## src/rtl/ip_pkg.sv

```systemverilog
`default_nettype none
// ============================================================================
// Module      : ip_pkg
// Description : Shared types, constants and helpers for the IPv4 receive
//               path: FSM state encoding, header field constants and the
//               ones-complement carry fold used by the checksum accumulator.
// Revision    : 1.0 - initial release
// ============================================================================
package ip_pkg;

  typedef enum logic [2:0] {
    S_IDLE    = 3'd0,
    S_HDR     = 3'd1,
    S_OPT     = 3'd2,
    S_PAYLOAD = 3'd3,
    S_DRAIN   = 3'd4,
    S_FIN     = 3'd5
  } ip_state_t;

  localparam logic [3:0] IP_VERSION4 = 4'd4;
  localparam logic [3:0] IHL_MIN     = 4'd5;
  localparam logic [7:0] PROTO_UDP   = 8'd17;
  localparam logic [7:0] PROTO_TCP   = 8'd6;

  // Two carry folds are enough for any accumulator fed by a legal header
  // (at most 15 words, i.e. 30 halves), so no loop is needed.
  function automatic logic [15:0] ones_fold(input logic [31:0] acc);
    logic [16:0] s1;
    logic [16:0] s2;
    s1 = {1'b0, acc[31:16]} + {1'b0, acc[15:0]};
    s2 = {1'b0, s1[15:0]} + {16'd0, s1[16]};
    return s2[15:0];
  endfunction

endpackage
`default_nettype wire

```

## src/rtl/ip_decoder_if.sv

```systemverilog
`default_nettype none
// ============================================================================
// Module      : ip_decoder_if
// Description : Bundle of the word-stream input and the parsed-header /
//               payload outputs of the IPv4 decoder.
//               slave  : decoder side (stream in, fields/payload out)
//               master : source/sink side (stream out, fields/payload in)
// Revision    : 1.0 - initial release
// ============================================================================
interface ip_decoder_if;
  logic [31:0] data;
  logic        start;
  logic        data_av;
  logic [3:0]  version;
  logic [3:0]  IHL;
  logic [7:0]  type_of_ser;
  logic [15:0] total_len;
  logic [15:0] identification;
  logic [2:0]  flag;
  logic [12:0] frag_offset;
  logic [7:0]  time_to_live;
  logic [7:0]  protocol;
  logic [31:0] src_ip;
  logic [31:0] dest_ip;
  logic        udp0_tcp1;
  logic [31:0] pkg_data;
  logic        wr_en;
  logic        fin;
  logic        err_hdr;
  logic        err_chksum;
  logic        err_proto;
  logic        err_timeout;
  logic        busy;

  modport slave (
    input  data, start, data_av,
    output version, IHL, type_of_ser, total_len, identification, flag,
           frag_offset, time_to_live, protocol, src_ip, dest_ip, udp0_tcp1,
           pkg_data, wr_en, fin, err_hdr, err_chksum, err_proto,
           err_timeout, busy
  );

  modport master (
    output data, start, data_av,
    input  version, IHL, type_of_ser, total_len, identification, flag,
           frag_offset, time_to_live, protocol, src_ip, dest_ip, udp0_tcp1,
           pkg_data, wr_en, fin, err_hdr, err_chksum, err_proto,
           err_timeout, busy
  );
endinterface
`default_nettype wire

```

## src/rtl/ip_chksum_acc.sv

```systemverilog
`default_nettype none
// ============================================================================
// Module      : ip_chksum_acc
// Description : Internet-checksum accumulator. Adds both 16-bit halves of a
//               32-bit word per add cycle; ok reports whether the folded sum,
//               including the word being added this cycle, equals 0xFFFF.
// Ports       : clk, reset (async, active high)
//               clear - restart the sum (may coincide with add)
//               add   - accumulate word
//               word  - 32-bit input word
//               ok    - folded running sum == 0xFFFF (combinational)
// Revision    : 1.0 - initial release
// ============================================================================
module ip_chksum_acc
  import ip_pkg::*;
(
  input  logic        clk,
  input  logic        reset,
  input  logic        clear,
  input  logic        add,
  input  logic [31:0] word,
  output logic        ok
);

  logic [31:0] r_acc;
  logic [31:0] w_base;
  logic [31:0] w_acc_next;

  // ok looks through to the value after this cycle's add so the owner can
  // judge the header in the same cycle its last word arrives.
  always_comb begin
    w_base     = clear ? 32'd0 : r_acc;
    w_acc_next = w_base;
    if (add) begin
      w_acc_next = w_base + {16'd0, word[31:16]} + {16'd0, word[15:0]};
    end
    ok = (ones_fold(w_acc_next) == 16'hFFFF);
  end

  always_ff @(posedge clk or posedge reset) begin
    if (reset) begin
      r_acc <= 32'd0;
    end else if (clear || add) begin
      r_acc <= w_acc_next;
    end
  end

endmodule
`default_nettype wire

```

## src/rtl/ip_decoder.sv

```systemverilog
`default_nettype none
// ============================================================================
// Module      : ip_decoder
// Description : IPv4 receive parser. Captures header fields from a 32-bit
//               word stream, checks version/IHL/length, header checksum and
//               protocol, then forwards payload words (latency 1) or drains
//               them. Starvation mid-packet aborts after TIMEOUT_CYC idle
//               cycles.
// Ports       : clk, reset (async, active high), bus (ip_decoder_if.slave)
// Macro       : IP_DEC_DROP_BAD_CHKSUM_EN - drain instead of forwarding the
//               payload of a packet whose header checksum fails.
// Revision    : 1.0 - initial release
// ============================================================================
module ip_decoder
  import ip_pkg::*;
#(
  parameter int TIMEOUT_CYC = 1024,
  parameter int CNT_W       = 11
) (
  input  logic         clk,
  input  logic         reset,
  ip_decoder_if.slave  bus
);

  localparam logic [CNT_W-1:0] c_timeout = CNT_W'(TIMEOUT_CYC);

  ip_state_t r_state, w_state_next, w_end_target;

  logic [3:0]  r_version, r_ihl, r_hdr_idx;
  logic [7:0]  r_tos, r_ttl, r_protocol;
  logic [15:0] r_total_len, r_ident;
  logic [2:0]  r_flag;
  logic [12:0] r_frag;
  logic [31:0] r_src, r_dst, r_pkg_data;
  logic        r_udp0_tcp1, r_wr_en, r_fin;
  logic        r_err_hdr, r_err_chksum, r_err_proto, r_err_timeout;
  logic [14:0] r_remain;
  logic [CNT_W-1:0] r_idle;

  logic        w_accept, w_w0_ok, w_hdr_word, w_hdr_end, w_xfer, w_last;
  logic        w_active, w_timeout, w_proto_bad, w_drop, w_chk_ok;
  logic [16:0] w_len_sum;
  logic [14:0] w_pay_n;
  logic [CNT_W-1:0] w_idle_next;

  ip_chksum_acc u_chksum (
    .clk   (clk),
    .reset (reset),
    .clear (w_accept),
    .add   (w_accept || w_hdr_word),
    .word  (bus.data),
    .ok    (w_chk_ok)
  );

  always_comb begin
    w_accept    = (r_state == S_IDLE) && bus.start && bus.data_av;
    w_w0_ok     = (bus.data[31:28] == IP_VERSION4) && (bus.data[27:24] >= IHL_MIN) &&
                  (bus.data[15:0] >= {10'd0, bus.data[27:24], 2'b00});
    w_hdr_word  = ((r_state == S_HDR) || (r_state == S_OPT)) && bus.data_av;
    // r_hdr_idx is the index of the header word currently on the bus.
    w_hdr_end   = w_hdr_word && (r_hdr_idx == (r_ihl - 4'd1));
    w_len_sum   = {1'b0, r_total_len} - {11'd0, r_ihl, 2'b00} + 17'd3;
    w_pay_n     = 15'(w_len_sum >> 2);
    w_proto_bad = (r_protocol != PROTO_UDP) && (r_protocol != PROTO_TCP);
`ifdef IP_DEC_DROP_BAD_CHKSUM_EN
    w_drop      = w_proto_bad || !w_chk_ok;
`else
    w_drop      = w_proto_bad;
`endif
    w_xfer      = ((r_state == S_PAYLOAD) || (r_state == S_DRAIN)) && bus.data_av;
    w_last      = w_xfer && (r_remain == 15'd1);
    w_active    = (r_state == S_HDR) || (r_state == S_OPT) ||
                  (r_state == S_PAYLOAD) || (r_state == S_DRAIN);
    w_idle_next = r_idle + CNT_W'(1);
    w_timeout   = w_active && !bus.data_av && (w_idle_next == c_timeout);

    if (w_pay_n == 15'd0) begin
      w_end_target = S_FIN;
    end else if (w_drop) begin
      w_end_target = S_DRAIN;
    end else begin
      w_end_target = S_PAYLOAD;
    end

    w_state_next = r_state;
    case (r_state)
      S_IDLE: begin
        if (w_accept) w_state_next = w_w0_ok ? S_HDR : S_FIN;
      end
      S_HDR: begin
        if (w_timeout) w_state_next = S_FIN;
        else if (w_hdr_end) w_state_next = w_end_target;
        else if (w_hdr_word && (r_hdr_idx == 4'd4)) w_state_next = S_OPT;
      end
      S_OPT: begin
        if (w_timeout) w_state_next = S_FIN;
        else if (w_hdr_end) w_state_next = w_end_target;
      end
      S_PAYLOAD, S_DRAIN: begin
        if (w_timeout || w_last) w_state_next = S_FIN;
      end
      S_FIN:   w_state_next = S_IDLE;
      default: w_state_next = S_IDLE;
    endcase
  end

  always_ff @(posedge clk or posedge reset) begin
    if (reset) r_state <= S_IDLE;
    else       r_state <= w_state_next;
  end

  always_ff @(posedge clk or posedge reset) begin
    if (reset) begin
      r_version <= '0; r_ihl <= '0; r_tos <= '0; r_total_len <= '0;
      r_ident <= '0; r_flag <= '0; r_frag <= '0; r_ttl <= '0;
      r_protocol <= '0; r_src <= '0; r_dst <= '0; r_udp0_tcp1 <= 1'b0;
      r_pkg_data <= '0; r_wr_en <= 1'b0; r_fin <= 1'b0;
      r_err_hdr <= 1'b0; r_err_chksum <= 1'b0; r_err_proto <= 1'b0;
      r_err_timeout <= 1'b0; r_hdr_idx <= '0; r_remain <= '0; r_idle <= '0;
    end else begin
      r_fin   <= (r_state == S_FIN);
      r_wr_en <= (r_state == S_PAYLOAD) && bus.data_av;
      if ((r_state == S_PAYLOAD) && bus.data_av) r_pkg_data <= bus.data;

      if (w_accept) begin
        r_version     <= bus.data[31:28];
        r_ihl         <= bus.data[27:24];
        r_tos         <= bus.data[23:16];
        r_total_len   <= bus.data[15:0];
        r_err_hdr     <= !w_w0_ok;
        r_err_chksum  <= 1'b0;
        r_err_proto   <= 1'b0;
        r_err_timeout <= 1'b0;
        r_hdr_idx     <= 4'd1;
      end

      if (w_hdr_word) begin
        r_hdr_idx <= r_hdr_idx + 4'd1;
        case (r_hdr_idx)
          4'd1: begin
            r_ident <= bus.data[31:16];
            r_flag  <= bus.data[15:13];
            r_frag  <= bus.data[12:0];
          end
          4'd2: begin
            r_ttl       <= bus.data[31:24];
            r_protocol  <= bus.data[23:16];
            r_udp0_tcp1 <= (bus.data[23:16] == PROTO_TCP);
          end
          4'd3:    r_src <= bus.data;
          4'd4:    r_dst <= bus.data;
          default: ;
        endcase
      end

      if (w_hdr_end) begin
        r_err_chksum <= !w_chk_ok;
        r_err_proto  <= w_proto_bad;
        r_remain     <= w_pay_n;
      end else if (w_xfer) begin
        r_remain <= r_remain - 15'd1;
      end

      if (w_active && !bus.data_av) r_idle <= w_idle_next;
      else                          r_idle <= '0;
      if (w_timeout) r_err_timeout <= 1'b1;
    end
  end

  assign bus.version        = r_version;
  assign bus.IHL            = r_ihl;
  assign bus.type_of_ser    = r_tos;
  assign bus.total_len      = r_total_len;
  assign bus.identification = r_ident;
  assign bus.flag           = r_flag;
  assign bus.frag_offset    = r_frag;
  assign bus.time_to_live   = r_ttl;
  assign bus.protocol       = r_protocol;
  assign bus.src_ip         = r_src;
  assign bus.dest_ip        = r_dst;
  assign bus.udp0_tcp1      = r_udp0_tcp1;
  assign bus.pkg_data       = r_pkg_data;
  assign bus.wr_en          = r_wr_en;
  assign bus.fin            = r_fin;
  assign bus.err_hdr        = r_err_hdr;
  assign bus.err_chksum     = r_err_chksum;
  assign bus.err_proto      = r_err_proto;
  assign bus.err_timeout    = r_err_timeout;
  assign bus.busy           = (r_state != S_IDLE);

endmodule
`default_nettype wire

```

## src/flat_wrapper.sv

```systemverilog
// flat-port wrapper written by rule: the top's interface ports become plain ports
module ip_decoder_flat import ip_pkg::*;
#(
  parameter int TIMEOUT_CYC = 1024,
  parameter int CNT_W       = 11
)
  (clk, reset, bus_data, bus_start, bus_data_av, bus_version, bus_IHL, bus_type_of_ser, bus_total_len, bus_identification, bus_flag, bus_frag_offset, bus_time_to_live, bus_protocol, bus_src_ip, bus_dest_ip, bus_udp0_tcp1, bus_pkg_data, bus_wr_en, bus_fin, bus_err_hdr, bus_err_chksum, bus_err_proto, bus_err_timeout, bus_busy);
  ip_decoder_if bus_i ();
  input  logic clk;
  input  logic reset;
  input wire logic [$bits(bus_i.data)-1:0] bus_data;
  input wire logic [$bits(bus_i.start)-1:0] bus_start;
  input wire logic [$bits(bus_i.data_av)-1:0] bus_data_av;
  output wire logic [$bits(bus_i.version)-1:0] bus_version;
  output wire logic [$bits(bus_i.IHL)-1:0] bus_IHL;
  output wire logic [$bits(bus_i.type_of_ser)-1:0] bus_type_of_ser;
  output wire logic [$bits(bus_i.total_len)-1:0] bus_total_len;
  output wire logic [$bits(bus_i.identification)-1:0] bus_identification;
  output wire logic [$bits(bus_i.flag)-1:0] bus_flag;
  output wire logic [$bits(bus_i.frag_offset)-1:0] bus_frag_offset;
  output wire logic [$bits(bus_i.time_to_live)-1:0] bus_time_to_live;
  output wire logic [$bits(bus_i.protocol)-1:0] bus_protocol;
  output wire logic [$bits(bus_i.src_ip)-1:0] bus_src_ip;
  output wire logic [$bits(bus_i.dest_ip)-1:0] bus_dest_ip;
  output wire logic [$bits(bus_i.udp0_tcp1)-1:0] bus_udp0_tcp1;
  output wire logic [$bits(bus_i.pkg_data)-1:0] bus_pkg_data;
  output wire logic [$bits(bus_i.wr_en)-1:0] bus_wr_en;
  output wire logic [$bits(bus_i.fin)-1:0] bus_fin;
  output wire logic [$bits(bus_i.err_hdr)-1:0] bus_err_hdr;
  output wire logic [$bits(bus_i.err_chksum)-1:0] bus_err_chksum;
  output wire logic [$bits(bus_i.err_proto)-1:0] bus_err_proto;
  output wire logic [$bits(bus_i.err_timeout)-1:0] bus_err_timeout;
  output wire logic [$bits(bus_i.busy)-1:0] bus_busy;
  assign bus_i.data = bus_data;
  assign bus_i.start = bus_start;
  assign bus_i.data_av = bus_data_av;
  assign bus_version = bus_i.version;
  assign bus_IHL = bus_i.IHL;
  assign bus_type_of_ser = bus_i.type_of_ser;
  assign bus_total_len = bus_i.total_len;
  assign bus_identification = bus_i.identification;
  assign bus_flag = bus_i.flag;
  assign bus_frag_offset = bus_i.frag_offset;
  assign bus_time_to_live = bus_i.time_to_live;
  assign bus_protocol = bus_i.protocol;
  assign bus_src_ip = bus_i.src_ip;
  assign bus_dest_ip = bus_i.dest_ip;
  assign bus_udp0_tcp1 = bus_i.udp0_tcp1;
  assign bus_pkg_data = bus_i.pkg_data;
  assign bus_wr_en = bus_i.wr_en;
  assign bus_fin = bus_i.fin;
  assign bus_err_hdr = bus_i.err_hdr;
  assign bus_err_chksum = bus_i.err_chksum;
  assign bus_err_proto = bus_i.err_proto;
  assign bus_err_timeout = bus_i.err_timeout;
  assign bus_busy = bus_i.busy;
  ip_decoder #(.TIMEOUT_CYC(TIMEOUT_CYC), .CNT_W(CNT_W)) u_core (.clk(clk), .reset(reset), .bus(bus_i));
endmodule
```

## config.mk

```make
export PLATFORM = sky130hd
export DESIGN_NAME = ip_decoder_flat
export DESIGN_NICKNAME = d
export VERILOG_FILES = /design/src/rtl/ip_pkg.sv /design/src/rtl/ip_decoder_if.sv /design/src/rtl/ip_chksum_acc.sv /design/src/rtl/ip_decoder.sv /design/src/flat_wrapper.sv
export SDC_FILE = /design/constraint.sdc
export NUM_CORES = 1
export LEC_CHECK = 0
export ABC_AREA = 1
export ABC_CLOCK_PERIOD_IN_PS = 11300
export BUFFER_PORTS_ARGS = -buffer_cell sky130_fd_sc_hd__buf_2
export CORE_ASPECT_RATIO = 1.5
export CORE_UTILIZATION = 40
export DETAILED_ROUTE_END_ITERATION = 16
export GPL_ROUTABILITY_DRIVEN = 1
export GPL_TIMING_DRIVEN = 0
export PLACE_DENSITY = 0.57
export SETUP_SLACK_MARGIN = 0.2
export SLEW_MARGIN = 20
export SYNTH_ARGS = -nofsm -noshare
export SYNTH_HDL_FRONTEND = slang
export SYNTH_HIERARCHICAL = 1
export SYNTH_SLANG_ARGS = --single-unit
```

## constraint.sdc

```tcl
create_clock -name clk -period 11.3 [get_ports clk]
set_input_delay 1.695 -clock clk [delete_from_list [all_inputs] [get_ports clk]]
set_output_delay 1.695 -clock clk [all_outputs]
set_load 0.05 [all_outputs]
```

Word-level counts from Yosys, hierarchy flattened
Cells that the tools add are included.
{"block": "word_totals", "ff_bits": 248, "inputBits": 36, "ram_bits": 0, "out_inout_bits": 184, "wordCells": 115, "latch_bits": 0, "rom_bits": 0, "memories": 0}
{"block": "classes", "mux": 22, "bitwise_logic": 0, "order_cmp": 2, "shift": 0, "addsub": 10, "multipliers": 0, "eq_ne": 21, "n_reduce_logical": 36, "div": 0}
{"op": "$add 32x16->32", "count": 2}
{"op": "$mux 32", "count": 2}
{"op": "$mux 15", "count": 2}
{"op": "$mux 3", "count": 10}
{"op": "$add 16x16->17", "count": 1}
{"op": "$add 17x2->17 const B", "count": 1}
{"op": "$sub 16x6->17", "count": 1}
{"op": "$add 16x1->16", "count": 1}
{"op": "$eq 16x16->1 const B", "count": 1}
{"op": "$ge 16x6->1", "count": 1}
{"op": "$eq 15x1->1 const B", "count": 1}
{"op": "$logic_not 15->1", "count": 1}
{"op": "$sub 15x1->15 const B", "count": 1}
{"op": "$logic_and 1x1->1", "count": 13}
{"op": "$pmux 3 s4", "count": 1}
{"op": "$add 11x1->11 const B", "count": 1}
{"op": "$eq 11x11->1 const B", "count": 1}
{"op": "$mux 11", "count": 1}
{"op": "$eq 4x2->1 const B", "count": 2}
{"op": "$eq 4x3->1 const B", "count": 2}
{"op": "$eq 8x3->1 const B", "count": 1}
{"op": "$mux 4", "count": 2}
{"op": "$ne 8x3->1 const B", "count": 1}
{"op": "$ne 8x5->1 const B", "count": 1}
{"op": "21 further kinds", "count": 40}

Depth between registers and ports, before layout
{"block": "logic_depth", "ltp_word": 12, "depth_mapped": 47, "depth_no_buf": 46}

Modules after synthesis
Netlist, hierarchy kept.
{"module": "ip_decoder", "seq_area_each_um2": 5405.2, "cells_per_inst": 1195, "area_each_um2": 10010.9, "instances": 1}
{"module": "ip_chksum_acc", "seq_area_each_um2": 800.8, "cells_per_inst": 677, "area_each_um2": 4453.0, "instances": 1}

Worst setup path before layout
Ideal clock, no wire load.
{"block": "synth_path", "kind": "input -> register", "startpoint": "in bus_start", "endpoint": "reg u_core.r_err_chksum (netlist: u_core/bus.err_chksum)", "setup_time_ns": 0.128, "t_required_ns": 11.172, "path_slack_ns": 4.207, "t_arrival_ns": 6.965, "cell_stages": 39, "path_buffers": 3, "path_cell_list": "nand3_1 > inv_1 > buf_6 > buf_2 > buf_1 > nor2_1 > fa_1 > ha_1 > nand2_1 > nor2_1 > nor3b_1 > a21oi_1 > o21bai_1 > xor2_1 > nand2_1 > nand2_1 > ha_1 > inv_1 > (+3 left out) > nand3_2 > nand2_1 > a21oi_1 > o21ai_0 > nand2_1 > ha_1 > ha_1 > nand3_1 > inv_1 > nand3_1 > nor2_1 > nand3_1 > o21ai_1 > nand2_1 > nor2_1 > nand2_1 > nor2_2 > o21ai_0"}
{"block": "synth_via", "elab_chain_cells": 11, "elab_cells_between_ends": 13, "classes_between": "4 x add/sub; 1 x eq/ne; 3 x mux; 5 x reduce/logical"}
{"element": "from (decl)", "line_no": "flat_wrapper.sv:12", "source": "input wire logic [$bits(bus_i.start)-1:0] bus_start;"}
{"element": "$logic_and 1x1->1 * (2 in a row)", "line_no": "ip_decoder.sv:56", "source": "w_accept = (r_state == S_IDLE) && bus.start && bus.data_av;"}
{"element": "net u_core.w_accept", "line_no": "ip_decoder.sv:40", "source": "logic w_accept, w_w0_ok, w_hdr_word, w_hdr_end, w_xfer, w_last;"}
{"element": "$mux 32", "line_no": "ip_chksum_acc.sv:32", "source": "w_base = clear ? 32'd0 : r_acc;"}
{"element": "$add 32x16->32 (2 in a row)", "line_no": "ip_chksum_acc.sv:35", "source": "w_acc_next = w_base + {16'd0, word[31:16]} + {16'd0, word[15:0]};"}
{"element": "$mux 32 *", "line_no": "ip_chksum_acc.sv:34", "source": "if (add) begin"}
{"element": "net u_core.u_chksum.w_acc_next[16]", "line_no": "ip_chksum_acc.sv:27", "source": "logic [31:0] w_acc_next;"}
{"element": "$add 16x16->17 *", "line_no": "ip_pkg.sv:30", "source": "s1 = {1'b0, acc[31:16]} + {1'b0, acc[15:0]};"}
{"element": "$add 16x1->16 *", "line_no": "ip_pkg.sv:31", "source": "s2 = {1'b0, s1[15:0]} + {16'd0, s1[16]};"}
{"element": "$eq 16x16->1 *", "line_no": "ip_chksum_acc.sv:37", "source": "ok = (ones_fold(w_acc_next) == 16'hFFFF);"}
{"element": "net u_core.w_chk_ok", "line_no": "ip_decoder.sv:41", "source": "logic w_active, w_timeout, w_proto_bad, w_drop, w_chk_ok;"}
{"element": "$logic_not 1->1 *", "line_no": "ip_decoder.sv:157", "source": "r_err_chksum <= !w_chk_ok;"}
{"element": "$mux 1 *", "line_no": "ip_decoder.sv:156", "source": "if (w_hdr_end) begin"}
{"element": "to (signal assigned)", "line_no": "ip_decoder.sv:157"}
{"element": "to (decl)", "line_no": "ip_decoder.sv:36", "source": "logic r_err_hdr, r_err_chksum, r_err_proto, r_err_timeout;"}
Mark *: on every way through the listed nets, which the timed path passes. The rest lies on a longest branch.
A chain may end at the register's enable or synchronous reset.

Worst setup path after layout
{"block": "layout_path", "startpoint": "in bus_data_av", "endpoint": "reg u_core.r_err_chksum (netlist: u_core/bus.err_chksum)"}
{"block": "layout_via", "elab_chain_cells": 10, "elab_cells_between_ends": 14, "classes_between": "4 x add/sub; 1 x eq/ne; 3 x mux; 6 x reduce/logical"}
{"element": "from (decl)", "line_no": "flat_wrapper.sv:13", "source": "input wire logic [$bits(bus_i.data_av)-1:0] bus_data_av;"}
{"element": "$logic_and 1x1->1 *", "line_no": "ip_decoder.sv:56"}
{"element": "net u_core.w_accept", "line_no": "ip_decoder.sv:40"}
{"element": "$mux 32", "line_no": "ip_chksum_acc.sv:32"}
{"element": "$add 32x16->32 (2 in a row)", "line_no": "ip_chksum_acc.sv:35"}
{"element": "$mux 32 *", "line_no": "ip_chksum_acc.sv:34"}
{"element": "net u_core.u_chksum.w_acc_next[16]", "line_no": "ip_chksum_acc.sv:27"}
{"element": "$add 16x16->17 *", "line_no": "ip_pkg.sv:30"}
{"element": "$add 16x1->16 *", "line_no": "ip_pkg.sv:31"}
{"element": "$eq 16x16->1 *", "line_no": "ip_chksum_acc.sv:37"}
{"element": "net u_core.w_chk_ok", "line_no": "ip_decoder.sv:41"}
{"element": "$logic_not 1->1 *", "line_no": "ip_decoder.sv:157"}
{"element": "$mux 1 *", "line_no": "ip_decoder.sv:156"}
Marked as above.

==> flow_metrics.tcl <==
set metrics [dict create \
    ys_top_cells_by_area "dfrtp_1 (43%), nand2_1 (14%), o21ai_0 (7.2%), inv_1 (6.6%), ha_1 (5.6%)" \
    ctsHoldBuffers 0 \
    cp_common_cell "nand2_1" \
    fin_setup_tns_ns 0 \
    fp.dieH_um 234.9 \
    finalNetCount 2242 \
    placed_area_um2 16210 \
    num_rows 84 \
    viasPerCell 5.161 \
    critical_path.max_fanout 10 \
    yosysTopAreaCellShare_pct 42.91 \
    min_period_ns 8.457 \
    p_leak_uw 0.009209 \
    drive_gt1_share_pct 16.53 \
    start_kind "input port" \
    cts.sinks 248 \
    clk_latency_ns 0.56 \
    antenna_left 0 \
    synth_cell_types 53 \
    grt_pass1_wl_um 75690 \
    synth_area_um2 14460 \
    path_buf_inv 8 \
    synth_top_area_cell "dfrtp_1" \
    cpMaxStageDelayCell "fa_1" \
    critPathMaxStageDelay_ns 0.47 \
    yosysWarnings 6 \
    synth-seq-cells 248 \
    drc 0 \
    antenna_found_initial 8 \
    status "complete, no violations" \
    fin_crit_sh_pct 74.84 \
    drtIter0Drc 827 \
    cap_violations 0 \
    wl_um 49930 \
    max_freq_mhz 118.2 \
    yosysSeqAreaShare_pct 42.91 \
    grt_pass1_vias 13380 \
    hpwlAfterDp_um 40220 \
    slew_headroom_pct 27.12 \
    cts_resized 0 \
    path_clk_slew_ns 0.06 \
    initial_core_util_pct 40.96 \
    ys.flop_type "dfrtp_1" \
    core_um2 35310 \
    cts-root-buf "clkbuf_16" \
    globalplace.congestion 0.9253 \
    worstPathRequired_ns 11.72 \
    rsz0062_at_grt "false" \
    die_w_um 157.3 \
    p_per_area_nw_per_um2 364.0 \
    setup_violations 0 \
    critical_path.top_delay_family "simple AND/OR/NAND/NOR gates" \
    grt_usage_pct 27.36 \
    syn_inst 1872 \
    cts_tree "built" \
    final_area_um2 17250 \
    grt_max_degree 93 \
    vias 13530 \
    worstPathArrival_ns 8.88 \
    synth-edff-count 0 \
    dr.pass1.iters 6 \
    avgRoutedWirePerCell_um 19.05 \
    overflow 0 \
    portBuffers 219 \
    numCtsBuffers 27 \
    tightestPinTransition_ns 1.066 \
    synth_common_cells "nand2_1 (531), inv_1 (255), dfrtp_1 (248)" \
    slew_viol_final 0 \
    hp-class "reg2reg" \
    fin_skew_ns 0.01869 \
    cts_max_path_buffers 3 \
    htree_levels 1 \
    hold_viol 0 \
    cts_setup_buffers 0 \
    syn-num-nets 1992 \
    critPathKind "in2reg" \
    synth.most_common_cell "nand2_1" \
    endpoint_kind "flop" \
    area_delta_synth_final_pct 19.23 \
    synth.avg_cell_area_um2 7.726 \
    ios 220 \
    async_flop_share_pct 100.0 \
    irDropWorstVdd_mv 0.1611 \
    dieArea_um2 36940 \
    fillCellCount 3606 \
]
==> registers in the layout (all words and copies together) (netlist names), 11 cells and up <==
register,count
u_core/bus.dest_ip,32
u_core/bus.pkg_data,32
u_core/bus.src_ip,32
u_core/u_chksum/r_acc,32
u_core/bus.identification,16
u_core/bus.total_len,16
u_core/r_remain,15
u_core/bus.frag_offset,13
u_core/r_idle,11
==> layout make-up <==
type | count | area (µm²) | area share, %
Antenna cell | 6 | 15.01 | 0.08706
Buffer | 49 | 201.4 | 1.168
Clock buffer | 38 | 797.0 | 4.622
Clock inverter | 11 | 219.0 | 1.270
Inverter | 268 | 1013 | 5.877
Multi-Input combinational cell | 1307 | 7051 | 40.88
Sequential cell | 248 | 6206 | 35.99
Tap cell | 473 | 591.8 | 3.432
Timing Repair Buffer | 221 | 1151 | 6.675
==> where the power goes <==
group	internal, µW	total [µW]	leakage (µW)	switching, µW
Combinational	1010	3770	0.00552	2760
Sequential	1250	1500	0.00319	256
Clock	628	1010	0.000501	378
==> worst paths after layout <==
kind | startpoint | endpoint | slack, ns | depth (start not counted)
max | bus_data_av | u_core/bus.err_chksum$_DFFE_PP0P_ | 2.84 | 40
min | u_core/bus.dest_ip[29]$_DFFE_PP0P_ | u_core/bus.dest_ip[29]$_DFFE_PP0P_ | 0.48 | 2
max reg2reg | u_core/r_state[0]$_DFFE_PP0P_ | u_core/bus.err_chksum$_DFFE_PP0P_ | 3.36 | 42
min reg2reg | u_core/bus.dest_ip[29]$_DFFE_PP0P_ | u_core/bus.dest_ip[29]$_DFFE_PP0P_ | 0.48 | 2
max in group asynchronous | reset | u_core/bus.src_ip[16]$_DFFE_PP0P_ | 9.33 | 3
min in group asynchronous | reset | u_core/bus.dest_ip[21]$_DFFE_PP0P_ | 1.14 | 2
==> routing by layer <==
metal	wire (µm)	up-vias	track usage [%]
met2	25590	434	48.85
met1	18340	6415	29.75
met4	3701	4	18.65
met5	27	-	0
li1	-	6529	-
met3	2261	146	3.264
==> kinds of logic after synthesis <==
| kind of cell | count (synthesis) | share of synthesized area, % |
|---|---|---|
| AOI/OAI and AO/OA | 315 | 11.78 |
| xor gates and xnor gates | 43 | 2.604 |
| adders and majority gates | 84 | 8.253 |
| DFF | 248 | 42.91 |
| buffers and inverters | 317 | 8.348 |
| and+or+nand+nor | 865 | 26.11 |
==> worst reg2reg max path: cells and delay by family (launching register included) <==
family                     cells  cell delay, ns
and+or+nand+nor               21            2.64
adders and majority gates      6            1.85
buffers and inverters          8            1.73
AOI/OAI and AO/OA              6            1.01
DFF                            1            0.42
xor gates and xnor gates       1            0.17
==> layout by cell type, fill, tap and decap left out, drive strengths merged, types with 21 or more instances in the layout <==
cell and instances:
clkbuf 76, xor2 26, nor3 21, nand2 557
o21ai 213, nand3 95, nor2 140, a21oi 45
inv 267, dfrtp 248, ha 65, nand4 34
o22ai 28, buf 232
==> through the flow <==
| step | cells | hold WS [ns] | total power, µW | setup slack, ns | util, % |
|---|---|---|---|---|---|
| 2_1_floorplan | 1872 | 0.4665 | 4263 | 3.697 | - |
| 5_1_grt | 2620 | 0.5012 | 6721 | 2.233 | 48.83 |
| 3_3_place_gp | 2564 | 0.4643 | 5229 | 1.137 | 45.74 |
| 3_5_place_dp | 2566 | 0.4669 | 5274 | 2.310 | 45.91 |
| 4_1_cts | 2615 | 0.4824 | 6305 | 2.866 | 48.79 |
| 6_report | 2621 | 0.4777 | 6278 | 2.843 | 48.83 |
Note: power is estimated with default switching activity, not from simulation.
